### src/rtl/fetch_pkg.sv
// Shared types and constants for the fetch front end: FSM state encoding,
// next-pc selector, fetch counter width and the default reset word index.
package fetch_pkg;

  localparam int unsigned COUNT_W          = 32;
  localparam logic [COUNT_W-1:0] COUNT_MAX = '1;
  localparam int unsigned DEFAULT_RESET_PC = 0;

  typedef enum logic [2:0] {
    ST_BOOT,
    ST_FETCH,
    ST_STALL,
    ST_HALT,
    ST_ERROR
  } state_t;

  // Which source feeds the pc register on the next edge.
  typedef enum logic [1:0] {
    NPC_HOLD,
    NPC_INC,
    NPC_REDIRECT
  } npc_sel_t;

endpackage

### src/rtl/pc_generator_if.sv
// Fetch request bus between the pc generator (master) and the instruction
// store / pipeline control (slave). Control strobes flow in, pc flows out.
interface pc_generator_if #(
  parameter int WORD_SIZE = 32
);

  logic                         stall;
  logic                         redirect_valid;
  logic [WORD_SIZE-1:0]         redirect_pc;
  logic                         halt;
  logic                         resume;
  logic                         pc_ready;
  logic [WORD_SIZE-1:0]         pc;
  logic                         pc_valid;
  logic                         pc_error;
  logic [fetch_pkg::COUNT_W-1:0] fetch_count;

  modport master (
    input  stall, redirect_valid, redirect_pc, halt, resume, pc_ready,
    output pc, pc_valid, pc_error, fetch_count
  );

  modport slave (
    output stall, redirect_valid, redirect_pc, halt, resume, pc_ready,
    input  pc, pc_valid, pc_error, fetch_count
  );

endinterface

### src/rtl/fetch_next_pc.sv
// Next-pc datapath: sequential increment, redirect target, and either
// modulo-REGISTER_SIZE wrapping (default) or range checking when
// PC_BOUNDS_CHECK_EN is defined. Out-of-range flags are independent of the
// selector so the FSM can consult them without a combinational loop.
module fetch_next_pc
  import fetch_pkg::*;
#(
  parameter int WORD_SIZE     = 32,
  parameter int REGISTER_SIZE = 64
) (
  input  logic [WORD_SIZE-1:0] i_pc,
  input  npc_sel_t             i_sel,
  input  logic [WORD_SIZE-1:0] i_redirect_pc,
  output logic [WORD_SIZE-1:0] o_next_pc,
  output logic                 o_inc_out_of_range,
  output logic                 o_redirect_out_of_range
);

  logic [WORD_SIZE-1:0] w_inc_pc;
  assign w_inc_pc = i_pc + WORD_SIZE'(1);

`ifdef PC_BOUNDS_CHECK_EN
  // One extra bit so pc+1 at the top of the word range cannot alias low.
  assign o_inc_out_of_range =
    ({1'b0, i_pc} + (WORD_SIZE+1)'(1)) >= (WORD_SIZE+1)'(REGISTER_SIZE);
  assign o_redirect_out_of_range =
    {1'b0, i_redirect_pc} >= (WORD_SIZE+1)'(REGISTER_SIZE);

  // Pick the next pc; an out-of-range candidate leaves pc where it is.
  always_comb begin
    // NOTE: default first so every path assigns the output and no latch is inferred.
    o_next_pc = i_pc;
    case (i_sel)
      NPC_INC:      if (!o_inc_out_of_range)      o_next_pc = w_inc_pc;
      NPC_REDIRECT: if (!o_redirect_out_of_range) o_next_pc = i_redirect_pc;
      default:      o_next_pc = i_pc;
    endcase
  end
`else
  localparam logic [WORD_SIZE-1:0] ADDR_MASK = WORD_SIZE'(REGISTER_SIZE - 1);

  assign o_inc_out_of_range      = 1'b0;
  assign o_redirect_out_of_range = 1'b0;

  // Pick the next pc, folding both sources into the instruction store range.
  always_comb begin
    // NOTE: default first so every path assigns the output and no latch is inferred.
    o_next_pc = i_pc;
    case (i_sel)
      NPC_INC:      o_next_pc = w_inc_pc & ADDR_MASK;
      NPC_REDIRECT: o_next_pc = i_redirect_pc & ADDR_MASK;
      default:      o_next_pc = i_pc;
    endcase
  end
`endif

endmodule

### src/rtl/pc_generator.sv
// Program counter generator: BOOT/FETCH/STALL/HALT/ERROR control FSM plus a
// saturating accepted-fetch counter. Per-cycle priority is
// halt > redirect > stall > handshake advance.
// Optional macro PC_BOUNDS_CHECK_EN: out-of-range pc moves go to a sticky
// ERROR state instead of wrapping modulo REGISTER_SIZE.
module pc_generator
  import fetch_pkg::*;
#(
  parameter int                   WORD_SIZE     = 32,
  parameter int                   REGISTER_SIZE = 64,
  parameter logic [WORD_SIZE-1:0] RESET_PC      = WORD_SIZE'(DEFAULT_RESET_PC)
) (
  input  logic              clock,
  input  logic              reset_n,
  pc_generator_if.master    bus
);

  state_t               r_state;
  state_t               w_state_next;
  npc_sel_t             w_npc_sel;
  logic                 w_accept;
  logic [WORD_SIZE-1:0] r_pc;
  logic [WORD_SIZE-1:0] w_next_pc;
  logic                 w_inc_oor;
  logic                 w_redirect_oor;
  logic [COUNT_W-1:0]   r_fetch_count;
  logic                 w_pc_valid;
  logic                 w_pc_error;

  fetch_next_pc #(
    .WORD_SIZE     (WORD_SIZE),
    .REGISTER_SIZE (REGISTER_SIZE)
  ) u_next_pc (
    .i_pc                    (r_pc),
    .i_sel                   (w_npc_sel),
    .i_redirect_pc           (bus.redirect_pc),
    .o_next_pc               (w_next_pc),
    .o_inc_out_of_range      (w_inc_oor),
    .o_redirect_out_of_range (w_redirect_oor)
  );

  // State register with synchronous reset.
  always_ff @(posedge clock) begin
    // NOTE: reset is sampled on the clock edge only, so it sits inside the
    // clocked branch rather than in the sensitivity list.
    if (!reset_n) begin
      r_state <= ST_BOOT;
    end else begin
      // NOTE: non-blocking so every register samples pre-edge values.
      r_state <= w_state_next;
    end
  end

  // Next-state and next-pc source selection, highest priority event first.
  always_comb begin
    w_state_next = r_state;
    w_npc_sel    = NPC_HOLD;
    w_accept     = 1'b0;
    case (r_state)
      ST_BOOT: w_state_next = ST_FETCH;

      ST_FETCH: begin
        if (bus.halt) begin
          w_state_next = ST_HALT;
        end else if (bus.redirect_valid) begin
          w_npc_sel    = NPC_REDIRECT;
          w_state_next = w_redirect_oor ? ST_ERROR : ST_FETCH;
        end else if (bus.stall) begin
          w_state_next = ST_STALL;
        end else if (bus.pc_ready) begin
          w_npc_sel    = NPC_INC;
          w_accept     = 1'b1;
          w_state_next = w_inc_oor ? ST_ERROR : ST_FETCH;
        end
      end

      ST_STALL: begin
        if (bus.halt) begin
          w_state_next = ST_HALT;
        end else if (bus.redirect_valid) begin
          w_npc_sel    = NPC_REDIRECT;
          w_state_next = w_redirect_oor ? ST_ERROR : ST_FETCH;
        end else if (!bus.stall) begin
          w_state_next = ST_FETCH;
        end
      end

      // Stall is ignored here; a simultaneous halt keeps us parked.
      ST_HALT: begin
        if (bus.resume && !bus.halt) begin
          if (bus.redirect_valid) begin
            w_npc_sel    = NPC_REDIRECT;
            w_state_next = w_redirect_oor ? ST_ERROR : ST_FETCH;
          end else begin
            w_state_next = ST_FETCH;
          end
        end
      end

      ST_ERROR: w_state_next = ST_ERROR;

      default: w_state_next = ST_BOOT;
    endcase
  end

  // Status outputs decoded from the current state.
  always_comb begin
    w_pc_valid = (r_state == ST_FETCH);
`ifdef PC_BOUNDS_CHECK_EN
    w_pc_error = (r_state == ST_ERROR);
`else
    w_pc_error = 1'b0;
`endif
  end

  // PC register and saturating accepted-fetch counter.
  always_ff @(posedge clock) begin
    if (!reset_n) begin
      r_pc          <= RESET_PC;
      r_fetch_count <= '0;
    end else begin
      r_pc <= w_next_pc;
      if (w_accept && (r_fetch_count != COUNT_MAX)) begin
        r_fetch_count <= r_fetch_count + COUNT_W'(1);
      end
    end
  end

  assign bus.pc          = r_pc;
  assign bus.pc_valid    = w_pc_valid;
  assign bus.pc_error    = w_pc_error;
  assign bus.fetch_count = r_fetch_count;

endmodule
### src/flat_wrapper.sv
// flat-port wrapper written by rule: the top's interface ports become plain ports
module pc_generator_flat import fetch_pkg::*;
#(
  parameter int                   WORD_SIZE     = 32,
  parameter int                   REGISTER_SIZE = 64,
  parameter logic [WORD_SIZE-1:0] RESET_PC      = WORD_SIZE'(DEFAULT_RESET_PC)
)
  (clock, reset_n, bus_stall, bus_redirect_valid, bus_redirect_pc, bus_halt, bus_resume, bus_pc_ready, bus_pc, bus_pc_valid, bus_pc_error, bus_fetch_count);
  pc_generator_if #(.WORD_SIZE(WORD_SIZE)) bus_i ();
  input  logic clock;
  input  logic reset_n;
  input wire logic [$bits(bus_i.stall)-1:0] bus_stall;
  input wire logic [$bits(bus_i.redirect_valid)-1:0] bus_redirect_valid;
  input wire logic [$bits(bus_i.redirect_pc)-1:0] bus_redirect_pc;
  input wire logic [$bits(bus_i.halt)-1:0] bus_halt;
  input wire logic [$bits(bus_i.resume)-1:0] bus_resume;
  input wire logic [$bits(bus_i.pc_ready)-1:0] bus_pc_ready;
  output wire logic [$bits(bus_i.pc)-1:0] bus_pc;
  output wire logic [$bits(bus_i.pc_valid)-1:0] bus_pc_valid;
  output wire logic [$bits(bus_i.pc_error)-1:0] bus_pc_error;
  output wire logic [$bits(bus_i.fetch_count)-1:0] bus_fetch_count;
  assign bus_i.stall = bus_stall;
  assign bus_i.redirect_valid = bus_redirect_valid;
  assign bus_i.redirect_pc = bus_redirect_pc;
  assign bus_i.halt = bus_halt;
  assign bus_i.resume = bus_resume;
  assign bus_i.pc_ready = bus_pc_ready;
  assign bus_pc = bus_i.pc;
  assign bus_pc_valid = bus_i.pc_valid;
  assign bus_pc_error = bus_i.pc_error;
  assign bus_fetch_count = bus_i.fetch_count;
  pc_generator #(.WORD_SIZE(WORD_SIZE), .REGISTER_SIZE(REGISTER_SIZE), .RESET_PC(RESET_PC)) u_core (.clock(clock), .reset_n(reset_n), .bus(bus_i));
endmodule
### config.mk
export PLATFORM = sky130hd
export DESIGN_NAME = pc_generator_flat
export DESIGN_NICKNAME = d
export VERILOG_FILES = /design/src/rtl/fetch_pkg.sv /design/src/rtl/pc_generator_if.sv /design/src/rtl/fetch_next_pc.sv /design/src/rtl/pc_generator.sv /design/src/flat_wrapper.sv
export SDC_FILE = /design/constraint.sdc
export NUM_CORES = 1
export LEC_CHECK = 0
export ABC_AREA = 1
export BUFFER_PORTS_ARGS = -buffer_cell sky130_fd_sc_hd__buf_4
export CELL_PAD_IN_SITES_DETAIL_PLACEMENT = 1
export CELL_PAD_IN_SITES_GLOBAL_PLACEMENT = 2
export CORE_AREA = 10 10 114 116
export CTS_CLUSTER_SIZE = 12
export DETAILED_ROUTE_END_ITERATION = 16
export DIE_AREA = 0 0 124 126
export GPL_TIMING_DRIVEN = 0
export PLACE_DENSITY_LB_ADDON = 0.1
export SKIP_LAST_GASP = 1
export SLEW_MARGIN = 0
export SYNTH_ARGS = -nofsm -noshare
export SYNTH_HDL_FRONTEND = slang
export SYNTH_SLANG_ARGS = --single-unit
### constraint.sdc
create_clock -name clock -period 3.2 [get_ports clock]
set_input_delay 0.32 -clock clock [delete_from_list [all_inputs] [get_ports clock]]
set_output_delay 0.32 -clock clock [all_outputs]
set_load 0.005 [all_outputs]
# Word-level counts from Yosys, hierarchy flattened
# Cells that the tools add are included.
# classes
muxes,23
n_reduce_logical,6
add_sub_neg,2
n_eq_ne,10
# ops
cell,n
one-hot mux 32 bit (2 select lines),1
"adder 32 x 1 -> 32 bit, second input constant",1
"!= test 32 bit, second input constant",1
two-way mux 3 bit,8
one-hot mux 3 bit (5 select lines),1
two-way mux 2 bit,6
"adder 6 x 1 -> 6 bit, second input constant",1
"== test 3 x 2 -> 1 bit, second input constant",2
two-way mux 1 bit,6
one-hot mux 2 bit (3 select lines),1
"!= test 5 bit, second input constant",1
"!= test 4 bit, second input constant",1
"== test 3 x 1 -> 1 bit, second input constant",1
"== test 3 bit, second input constant",1
logical NOT 3 bit,1
AND reduction 3 bit,1
"== test 2 x 1 -> 1 bit, second input constant",1
"== test 2 bit, second input constant",1
logical AND 1 bit,2
"!= test 2 x 1 -> 1 bit, second input constant",1
nonzero test 2 bit,1
logical NOT 1 bit,1
# word_totals
input_bits,39
word_cells,44
regBits,67

# Depth between registers and ports, before layout
# Gate-level depths: netlist of run 1.
# logic_depth
word_depth,7
ltp_mapped,11
depth_no_buf,10

# Modules after synthesis
# A second synthesis of run 1 with hierarchy kept.
# unflattened
hier_cells,609
hier_area_um2,3812.4
# modules_own_cells
module,area_per_inst_um2,cells_per_inst,instances,seq_area_each_um2
pc_generator,3348.2,508,1,1341.3
fetch_next_pc,464.2,101,1,0.0

# Least setup slack after synthesis of run 1
# OpenSTA, ideal clock, no wires.
# synth_path
kind,register to register
startpoint,register u_core.r_state[1]
endpoint,register u_core.r_pc[3] (netlist: u_core.bus.pc[3])
stages_incl_launch_ff,11
required_ps,3068
n_path_buf,1
setup_time_ps,132
path_slack_ps,1360
arrival_ps,1708
cell_sequence,dfxtp_1 > inv_1 > nor2_1 > o2111ai_1 > o31ai_1 > ha_1 > clkbuf_1 > inv_1 > or2_2 > a21oi_1 > nor3_1
# synth_via
elab_chain_cells,4
# synth_rtl
element,line_no,rtl
"start, declared",pc_generator.sv:18,state_t r_state;
"start signal, assigned",pc_generator.sv:50,r_state <= w_state_next;
== test 3 x 2 -> 1 bit / == test 3 x 1 -> 1 bit (equally long branches),pc_generator.sv:59,case (r_state)
one-hot mux 2 bit (3 select lines) *,pc_generator.sv:59,
== test 2 bit / == test 2 x 1 -> 1 bit (equally long branches),fetch_next_pc.sv:49,case (i_sel)
one-hot mux 32 bit (2 select lines) / nonzero test 2 bit (equally long branches),--,
"end signal, assigned",pc_generator.sv:122,r_pc <= w_next_pc;
"end, declared",pc_generator.sv:22,logic [WORD_SIZE-1:0] r_pc;
# Every way passes the cells marked *; elsewhere a longest branch is shown, timed or not. The select of a mux whose other input is x is not followed.
# A chain may end at the register's enable or synchronous reset.

# Worst setup path after layout of run 1
# Ends and elaborated chain as after synthesis.

==> results of run 1 <==
worst max path at each step:
| stage | startpoint | end |
|---|---|---|
| floorplan | u_core.r_state[1] | u_core.bus.pc[3] |
| global placement | u_core.r_state[1] | u_core.bus.pc[3] |
| detailed placement | u_core.r_state[1] | u_core.bus.pc[3] |
| CTS | u_core.r_state[1] | u_core.bus.pc[3] |
| global route | u_core.r_state[1] | u_core.bus.pc[3] |
| finish | u_core.r_state[1] | u_core.bus.pc[3] |
cells in the mapped netlist:
cell	n
o31ai_1	1
buf_4	28
nand4_1	7
o211ai_1	1
o2111ai_1	1
nand3_1	40
nor4_1	1
a221oi_1	1
xor2_1	3
nor2_1	76
inv_1	38
nor2_2	7
a31oi_1	5
o21ai_0	6
nor2_4	4
a21oi_1	36
xnor2_1	1
nand2_2	7
nand3_2	9
and2_1	1
nor3_1	6
nand3b_4	1
clkbuf_1	2
nand3b_1	1
ha_1	3
buf_2	4
or2_2	1
conb_1	1
inv_2	1
dfxtp_1	41
nand2_1	97
buf_6	5
nand2_4	1
metal layers:
layer | routed length, microns | GRT usage (%)
met5 | 0 | 0
met4 | 91 | 2.846
met3 | 516 | 3.128
met2 | 4922 | 22.39
met1 | 4214 | 14.89
cell families (layout without fill, tap and decap cells):
family	count (synthesis)	in the layout	synth area share (%)
compound gates	51	51	9.734
xor+xnor	4	4	1.245
fa+ha+maj	3	3	1.333
buf+inv	78	137	15.64
flops	41	41	29.16
other cells	1	27	0.1332
simple gates	259	259	42.76
registers in the layout, indices dropped and copies added (netlist names):
name	cells
u_core.bus.fetch_count	32
u_core.bus.pc	6
u_core.r_state	3
power groups by stage:
stage | Combinational (mW) | Clock (mW) | Sequential (mW)
after CTS | 0.118 | 0.487 | 0.524
after global placement | 0.116 | 0 | 0.535
after global routing | 0.136 | 0.505 | 0.525
after detailed placement | 0.118 | 0 | 0.536
final | 0.119 | 0.470 | 0.523
after floorplan | 0.0789 | 0 | 0.534
final cells by class:
cell class | count | area, sq um | area share (%)
Buffer | 39 | 294.0 | 8.188
Timing Repair Buffer | 51 | 382.9 | 10.66
Tap cell | 140 | 175.2 | 4.878
Clock buffer | 6 | 82.58 | 2.300
Clock inverter | 2 | 37.54 | 1.045
Multi-Input combinational cell | 344 | 1652 | 45.99
Sequential cell | 41 | 820.8 | 22.86
Inverter | 39 | 146.4 | 4.077
worst max-delay path, cell delays in order, from the launching register on:
cell       delay, ps
dfxtp_1          340
inv_1             60
nor2_1           210
o2111ai_1        150
o31ai_1           90
ha_1             180
clkbuf_1         300
inv_1            230
or2_2            310
a21oi_1          140
nor3_1            60
through the flow:
stage               setup slack, ps  total power, mW  util [%]  area [sq um]
floorplan                      1360           0.6131         -          2913
global placement              994.8           0.6514     32.44          3471
detailed placement            982.7           0.6533     32.44          3471
CTS                           967.3            1.129     33.57          3591
global route                  745.2            1.166     33.57          3591
finish                        984.2            1.112     33.57          3591
==> metrics.txt, run 1 <==
H-tree depth=2; worst hold-check path type=primary input to register; DRC Markers=0; synthesis warning total=0; Seq pwr share=47.1%; Overflow after GRT=0; Reg2Reg Setup Slack=980 ps; most frequent cells in the layout=nand2_1 (97), buf_4 (79), nor2_1 (76); vias per inst=4.482; nets=563; Slew Limit Headroom=58.57%; Hold Fails Final Rpt=0; CTS Buffer Depth=2; Area growth syn-to-layout=27.56%; drt pass-1 iters=4; via count=2967; clk_lat worst skew=320 ps; CP startpoint kind=register; unrepaired setup endpoints after global routing=false; # rows=38; WL/cell=14.72 microns; Port Buffers=51; Leakage Power=1.625 nW; first-pass GRT wire length=16010 microns; Worst Tran Pin Value=621.5 ps; Routed Antenna Nets=0; Clock Power Share=42.3%; gp weighted congestion=0.8134; number of global-route vias before repair=3110; Yosys cell types=33; Achievable Freq=451.3 MHz; # Max-Cap Violations=0; worst hold margin=270.0 ps; Detailed Place HPWL=7987 microns; worst min-delay path startpoint=bus_redirect_pc[0]; Fill cells=1422; Cell Area, Synth=0.002815 sq mm; area of the core=0.01070 sq mm; outcome=completed; crit share post-route=69.24%; P_sw=284.9 uW; leading cell type in the layout, fill and taps excluded=nand2_1; Post-CTS Setup Inserts=0; largest net degree at the start of global routing=14; cell accounting for the most synthesized area=dfxtp_1; Sw Ratio=25.61%; cell count after synthesis=437; combinational share of power=10.7%; # resized after CTS=0; DIE HEIGHT=126 microns; die area=0.01562 sq mm; Crit Path Category=register to register; clock skew=11.51 ps; worst hold path cell count=3; initial antenna violation count=0; Cell Pwr Density=309.8 mW/mm^2; Iteration-0 DRC Markers=138; Crit. End Element=register; FF-to-FF End=u_core.bus.pc[3]; share of layout cells above drive strength 1=24.33%; TritonCTS Buffers=5; WP data arrival=2400 ps; Avg Inst Size Synth=6.442 sq um; critical path fanouts, max=8; # hold bufs at CTS=0; initial core utilization=26.32%; P_int=827.5 uW; area share of the largest cell type after synthesis=29.16%; CTS root buf=clkbuf_8; # placed instances=654; routed wire length=9744 microns; Synth area leaders=dfxtp_1 (29%), nand2_1 (13%), nor2_1 (10%), buf_4 (7.5%), nand3_1 (7.1%); die width=124 microns; setup tns final=0 ps; CTS tree=built; post-route insts no fill=662; VDD IR max=162.3 uV; CP Data Required Time=3390 ps; Final setup violation count=0; Yosys reg bits=41; Antenna diodes=0; Final min period=2216 ps; post-synthesis sequential area ratio=29.16%; Sink Count=41; Pins Over Slew Limit=0; r2r startpoint=u_core.r_state[1]; Clock transition at path regs=100 ps; Tot GR Track Use=12.67%; Hold Path End=u_core.bus.pc[0]; io pins=105; reg2reg path depth=10
Power figures use the tool's default switching activity.
==> inputs of run 2 (changes only) <==
--- a/config.mk
+++ b/config.mk
@@ -9,10 +9,10 @@
 export BUFFER_PORTS_ARGS = -buffer_cell sky130_fd_sc_hd__buf_4
 export CELL_PAD_IN_SITES_DETAIL_PLACEMENT = 1
 export CELL_PAD_IN_SITES_GLOBAL_PLACEMENT = 2
-export CORE_AREA = 10 10 114 116
+export CORE_AREA = 10 10 122 124
 export CTS_CLUSTER_SIZE = 12
 export DETAILED_ROUTE_END_ITERATION = 16
-export DIE_AREA = 0 0 124 126
+export DIE_AREA = 0 0 132 134
 export GPL_TIMING_DRIVEN = 0
 export PLACE_DENSITY_LB_ADDON = 0.1
 export SKIP_LAST_GASP = 1
==> constraint.sdc (replaced) <==
create_clock -name clock -period 2 [get_ports clock]
set_input_delay 0.2 -clock clock [delete_from_list [all_inputs] [get_ports clock]]
set_output_delay 0.2 -clock clock [all_outputs]
set_load 0.005 [all_outputs]
==> run 2 against run 1 <==
- worst hold slack got worse by 98 ps
- non-clock buffer count is the same
- worst setup slack lost 770 ps
==> metrics.txt, run 2 (same netlist as run 1, synthesis figures left out) <==
setup ws final=211.6 ps (-772.6 ps); crit share post-route=89.42% (+20 points); Largest register FFs=32 (unchanged); Slew Limit Headroom=58.19% (-0.38 points); first-pass GRT wire length=16650 microns (+4.0%); share of layout cells above drive strength 1=25.67% (+1.3 points); # Max-Cap Violations=0 (unchanged); Area growth syn-to-layout=32.00%; Register Area=822.0 sq um (+0.15%); critical-path cell list=nand2_1, nor2_2, nand2_2, ha_2, inv_2, o21ai_0, a221oi_1; Routed Antenna Nets=0 (unchanged); slowest CP cell=dfxtp_1; initial antenna violation count=0 (unchanged); CP startpoint kind=register; drt pass-1 iters=4 (unchanged); worst path buffer plus inverter count=1 (-2); Crit. End Element=register; Pins Over Slew Limit=0 (unchanged); vias per inst=4.254 (-5.1%); Tot GR Track Use=11.68% (-0.99 points); WP data arrival=2000 ps (-400 ps); Detailed Place HPWL=8200 microns (+2.7%); met2 usage=19.40% (-3.0 points); routing usage on met1=14.13% (-0.77 points); CTS root buf=clkbuf_16; initial core utilization=22.58% (-3.7 points); FF-to-FF End=u_core.bus.pc[2]; critical path fanouts, max=8 (unchanged); number of global-route vias before repair=3154 (+1.4%); r2r startpoint=u_core.r_state[0]; CP Data Required Time=2210 ps (-1180 ps); via count=2952 (-0.51%); worst hold-check path type=primary input to register; worst hold path cell count=3 (unchanged); largest net degree at the start of global routing=14 (unchanged); Antenna diodes=0 (unchanged); Clock transition at path regs=70 ps (-30 ps); worst hold margin=172.0 ps (-97.98 ps); unrepaired setup endpoints after global routing=true; io pins=105 (unchanged); Final setup violation count=0 (unchanged); DRC Markers=0 (unchanged); Worst path top cell family by delay=simple AND/OR/NAND/NOR gates; routed wire length=9949 microns (+2.1%); area of the core=0.01247 sq mm (+17%); nets=563 (unchanged); Hold Path End=u_core.bus.pc[0]; outcome=completed; Final min period=1788 ps (-427.4 ps); met3 Track Usage GR=3.025% (-0.10 points); layer with the highest usage=met2; WL/cell=14.34 microns (-2.6%); Cell Pwr Density=566.2 mW/mm^2 (+83%); die width=132 microns (+6.5%); gp weighted congestion=0.7913 (-2.7%); leading cell type in the layout, fill and taps excluded=nand2_1; max incr delay on CP=400 ps (+60 ps); Fill cells=1600 (+13%); H-tree depth=2 (unchanged); Crit Path Category=register to register; Hold Fails Final Rpt=0 (unchanged); Port Buffers=51 (unchanged); area occupied by multi-input gates=0.001662 sq mm (+0.61%); Overflow after GRT=0 (unchanged); Achievable Freq=559.1 MHz (+24%); Reg2Reg Setup Slack=210 ps (-770 ps); clock skew=8.308 ps (-3.201 ps); # hold bufs at CTS=0 (unchanged); Sink Count=41 (unchanged); VDD IR max=246.4 uV (+52%); CTS tree=built; TritonCTS Buffers=5 (unchanged); Leakage Power=1.660 nW (+2.1%); die area=0.01769 sq mm (+13%); Worst Tran Pin Value=627.2 ps (+5.661 ps); reg2reg path depth=7 (-3); worst min-delay path startpoint=bus_redirect_pc[0]; clk_lat worst skew=300 ps (-20 ps); # rows=41 (+7.9%); DIE HEIGHT=134 microns (+6.3%); CTS Buffer Depth=2 (unchanged); Iteration-0 DRC Markers=78 (-43%); most frequent cells in the layout=nand2_1 (97), buf_4 (80), nor2_1 (74); pre-CTS setup slack=-257.7 ps (-1240 ps)
[run 2: cell types whose count changed in the layout (fill, tap and decap cells not counted), moves of 2 or more]
cell / change
nor2_1: -2
clkbuf_16: +5
clkbuf_8: -6
ha_1: -2
nor2_2: +2
ha_2: +2
[run 2: metal layers]
metal  share of wire, %  vias up
met5                  0        -
met4                2.0        0
met3                4.1       10
met2                 48       47
met1                 46     1371
li1                   -     1524
[run 2: worst reg2reg max path: cells and delay by family, from the launching register on]
| kind | cells | cell delay, ps |
|---|---|---|
| adders and majority gates | 1 | 370 |
| AOI/OAI and AO/OA | 2 | 350 |
| DFF | 1 | 400 |
| buffers and inverters | 1 | 130 |
| and+or+nand+nor | 3 | 450 |
[run 2: repair_timing]
item / 4_1_cts / 5_1_grt
pin swaps: 1 / 0
gates resized for setup: 1 / 5
setup buffers: 1 / 0
endpoints found under the setup margin: 3 / 15
[run 2: worst max-delay path by stage]
stage                                 start                to  slack (ps)  cells past startpoint
after global placement    u_core.r_state[1]  u_core.bus.pc[3]        -200                     10
final                     u_core.r_state[0]  u_core.bus.pc[2]         210                      7
after floorplan           u_core.r_state[1]  u_core.bus.pc[3]         160                     10
after CTS                 u_core.r_state[1]  u_core.bus.pc[2]          80                      8
after global routing      u_core.r_state[0]  u_core.bus.pc[2]        -0.4                      7
after detailed placement  u_core.r_state[1]  u_core.bus.pc[3]        -260                     10
[run 2: metrics by stage]
step | total power, mW | TNS [ps] | instances | area (sq um) | util (%)
finish | 2.104 | 0 | 694 | 3716 | 29.81
floorplan | 0.9810 | 0 | 463 | 2913 | -
detailed placement | 1.047 | -294.6 | 686 | 3511 | 28.16
CTS | 2.147 | 0 | 694 | 3707 | 29.74
global placement | 1.044 | -201.7 | 686 | 3511 | 28.16
global route | 2.207 | -0.4479 | 694 | 3716 | 29.81
[run 2: area by class of cell]
class,count,share of cell area [%]
repair buffers,52,10.51
multi-input cells,344,44.71
clock inverters,3,1.751
inverters,39,3.939
well taps,172,5.791
flip-flops and latches,41,22.12
plain buffers,38,7.811
clock buffers,5,3.367
[run 2: power breakdown]
| part | leakage [nW] | internal (mW) | switching [mW] |
|---|---|---|---|
| sequential | 0.332 | 0.827 | 0.0114 |
| clock | 0.0938 | 0.713 | 0.358 |
| combinational | 1.23 | 0.0936 | 0.100 |
| total | 1.66 | 1.63 | 0.470 |
==> inputs of run 3 (changes only) <==
--- a/config.mk
+++ b/config.mk
@@ -15,6 +15,7 @@
 export DIE_AREA = 0 0 132 134
 export GPL_TIMING_DRIVEN = 0
 export PLACE_DENSITY_LB_ADDON = 0.1
+export RECOVER_POWER = 50
 export SKIP_LAST_GASP = 1
 export SLEW_MARGIN = 0
 export SYNTH_ARGS = -nofsm -noshare
==> run 3 against run 2 <==
- critical path depth unchanged
- sequential share of layout area increased by 0.13 points
- combinational power about the same
- worst hold slack improved by 2.3 ps
- count of clock-buffer cells in the layout unchanged
- clock skew about the same
- non-clock buffer count unchanged
- critical endpoint unchanged
- highest routed layer unchanged
==> metrics.txt, run 3 (same netlist as run 1, synthesis figures left out) <==
# rows=41 (unchanged); Worst Tran Pin Value=627.4 ps (+0.2514 ps); Achievable Freq=556.3 MHz (-0.52%); die area=0.01769 sq mm (unchanged); Port Buffers=51 (unchanged); # hold bufs at CTS=0 (unchanged); first-pass GRT wire length=16650 microns (unchanged); critical path fanouts, max=8 (unchanged); FF-to-FF End=u_core.bus.pc[2]; Area growth syn-to-layout=31.20%; nets=563 (unchanged); Hold Fails Final Rpt=0 (unchanged); worst path buffer plus inverter count=1 (unchanged); TritonCTS Buffers=5 (unchanged); pre-CTS setup slack=-257.7 ps (unchanged); Antenna diodes=0 (unchanged); setup ws final=202.3 ps (-9.281 ps); Slew Limit Headroom=58.17% (about the same); WL/cell=14.31 microns (-0.21%); worst hold-check path type=primary input to register; Crit. End Element=register; routed wire length=9928 microns (-0.21%); cell area after layout=0.003694 sq mm (-0.61%); initial core utilization=22.58% (unchanged); outcome=completed; CTS root buf=clkbuf_16; worst min-delay path startpoint=bus_redirect_pc[0]; post-route insts no fill=694 (unchanged); via count=2958 (+0.20%); largest net degree at the start of global routing=14 (unchanged); Post-DP Area=0.003511 sq mm (unchanged); Final setup violation count=0 (unchanged); CTS tree=built; Crit Path Category=register to register; Final min period=1798 ps (+9.281 ps); Routed Antenna Nets=0 (unchanged); Iteration-0 DRC Markers=69 (-12%); # Max-Cap Violations=0 (unchanged); Hold Path End=u_core.bus.pc[0]; DIE HEIGHT=134 microns (unchanged); vias per inst=4.262 (+0.20%); slowest CP cell=dfxtp_1; Tot Pwr=2.102 mW (about the same); CTS Buffer Depth=2 (unchanged); Leakage Power=1.618 nW (-2.5%); CP Data Required Time=2210 ps (about the same); reg2reg path depth=7 (unchanged); Cell Pwr Density=569.2 mW/mm^2 (+0.53%); unrepaired setup endpoints after global routing=true; Fill cells=1608 (+0.50%); die width=132 microns (unchanged); clock skew=8.430 ps (+0.1221 ps); critical-path cell list=nand2_1, nor2_2, nand2_2, ha_2, inv_2, o21ai_0, a221oi_1; Largest register FFs=32 (unchanged); Overflow after GRT=0 (unchanged); DRC Markers=0 (unchanged); Worst path top cell family by delay=simple AND/OR/NAND/NOR gates; Pins Over Slew Limit=0 (unchanged); initial antenna violation count=0 (unchanged); max incr delay on CP=400 ps (about the same); clk_lat worst skew=300 ps (about the same); VDD IR max=246.1 uV (about the same); Clock transition at path regs=70 ps (about the same); gp weighted congestion=0.7913 (unchanged); share of layout cells above drive strength 1=24.52% (-1.1 points); # placed instances=686 (unchanged); H-tree depth=2 (unchanged); crit share post-route=89.89% (+0.46 points); most frequent cells in the layout=nand2_1 (97), nor2_1 (74), buf_4 (45); worst hold path cell count=3 (unchanged); Tot GR Track Use=11.68% (unchanged); io pins=105 (unchanged); leading cell type in the layout, fill and taps excluded=nand2_1; CP startpoint kind=register; WP data arrival=2010 ps (about the same); Sink Count=41 (unchanged); area of the core=0.01247 sq mm (unchanged); Detailed Place HPWL=8200 microns (unchanged); drt pass-1 iters=4 (unchanged); setup tns final=0 ps (unchanged); number of global-route vias before repair=3154 (unchanged); r2r startpoint=u_core.r_state[0]; Reg2Reg Setup Slack=200 ps (about the same)
run 3: cell count changes in the layout (fill, tap and decap cells not counted):
| cell | change |
|---|---|
| buf_4 | -35 |
| clkbuf_4 | +29 |
| clkbuf_1 | +6 |
run 3: final cells by class:
type / instances / area, sq um / area share (%)
clock buffer: 5 / 125.1 / 3.388
multi-input combinational: 344 / 1662 / 44.99
timing repair buffer: 52 / 367.9 / 9.959
clock inverter: 3 / 65.06 / 1.762
tap: 172 / 215.2 / 5.827
inverter: 39 / 146.4 / 3.963
buffer: 38 / 290.3 / 7.859
sequential: 41 / 822.0 / 22.26
run 3: timing repair:
item | in CTS | in global routing
setup endpoints to repair | 3 | 15
setup buffers | 1 | 0
resized for setup | 1 | 5
pin swaps | 1 | 0
run 3: through the flow:
step / utilization (%) / hold slack [ps]
after detailed placement: 28.16 / 419.0
after floorplan: - / 338.7
after global placement: 28.16 / 408.0
after CTS: 29.74 / 162.9
after global routing: 29.63 / 185.6
final: 29.63 / 174.3
run 3: report_power, final:
| group | internal [mW] | total [mW] | switching, mW |
|---|---|---|---|
| sequential | 0.827 | 0.838 | 0.0113 |
| combinational | 0.0915 | 0.192 | 0.100 |
| clock | 0.713 | 1.07 | 0.359 |
run 3: how the worst max path moves through the flow:
stage,from,to,slack (ps),depth (start not counted)
after floorplan,u_core.r_state[1],u_core.bus.pc[3],160,10
after global placement,u_core.r_state[1],u_core.bus.pc[3],-200,10
after detailed placement,u_core.r_state[1],u_core.bus.pc[3],-260,10
after CTS,u_core.r_state[1],u_core.bus.pc[2],80,8
after global routing,u_core.r_state[0],u_core.bus.pc[2],-0.4,7
final,u_core.r_state[0],u_core.bus.pc[2],200,7
run 3: worst register-to-register path, delay by kind of cell (launching register included):
kind,cells,cell delay [ps]
and+or+nand+nor,3,460
DFF,1,400
AOI/OAI and AO/OA,2,350
adders and majority gates,1,370
buffers and inverters,1,130
run 3: routing by layer:
metal,routed length [microns],global-route usage [%],share of wire [%]
met5,0,0,0
met1,4557,14.13,46
met2,4777,19.40,48
met3,395,3.025,4.0
met4,198,4.512,2.0
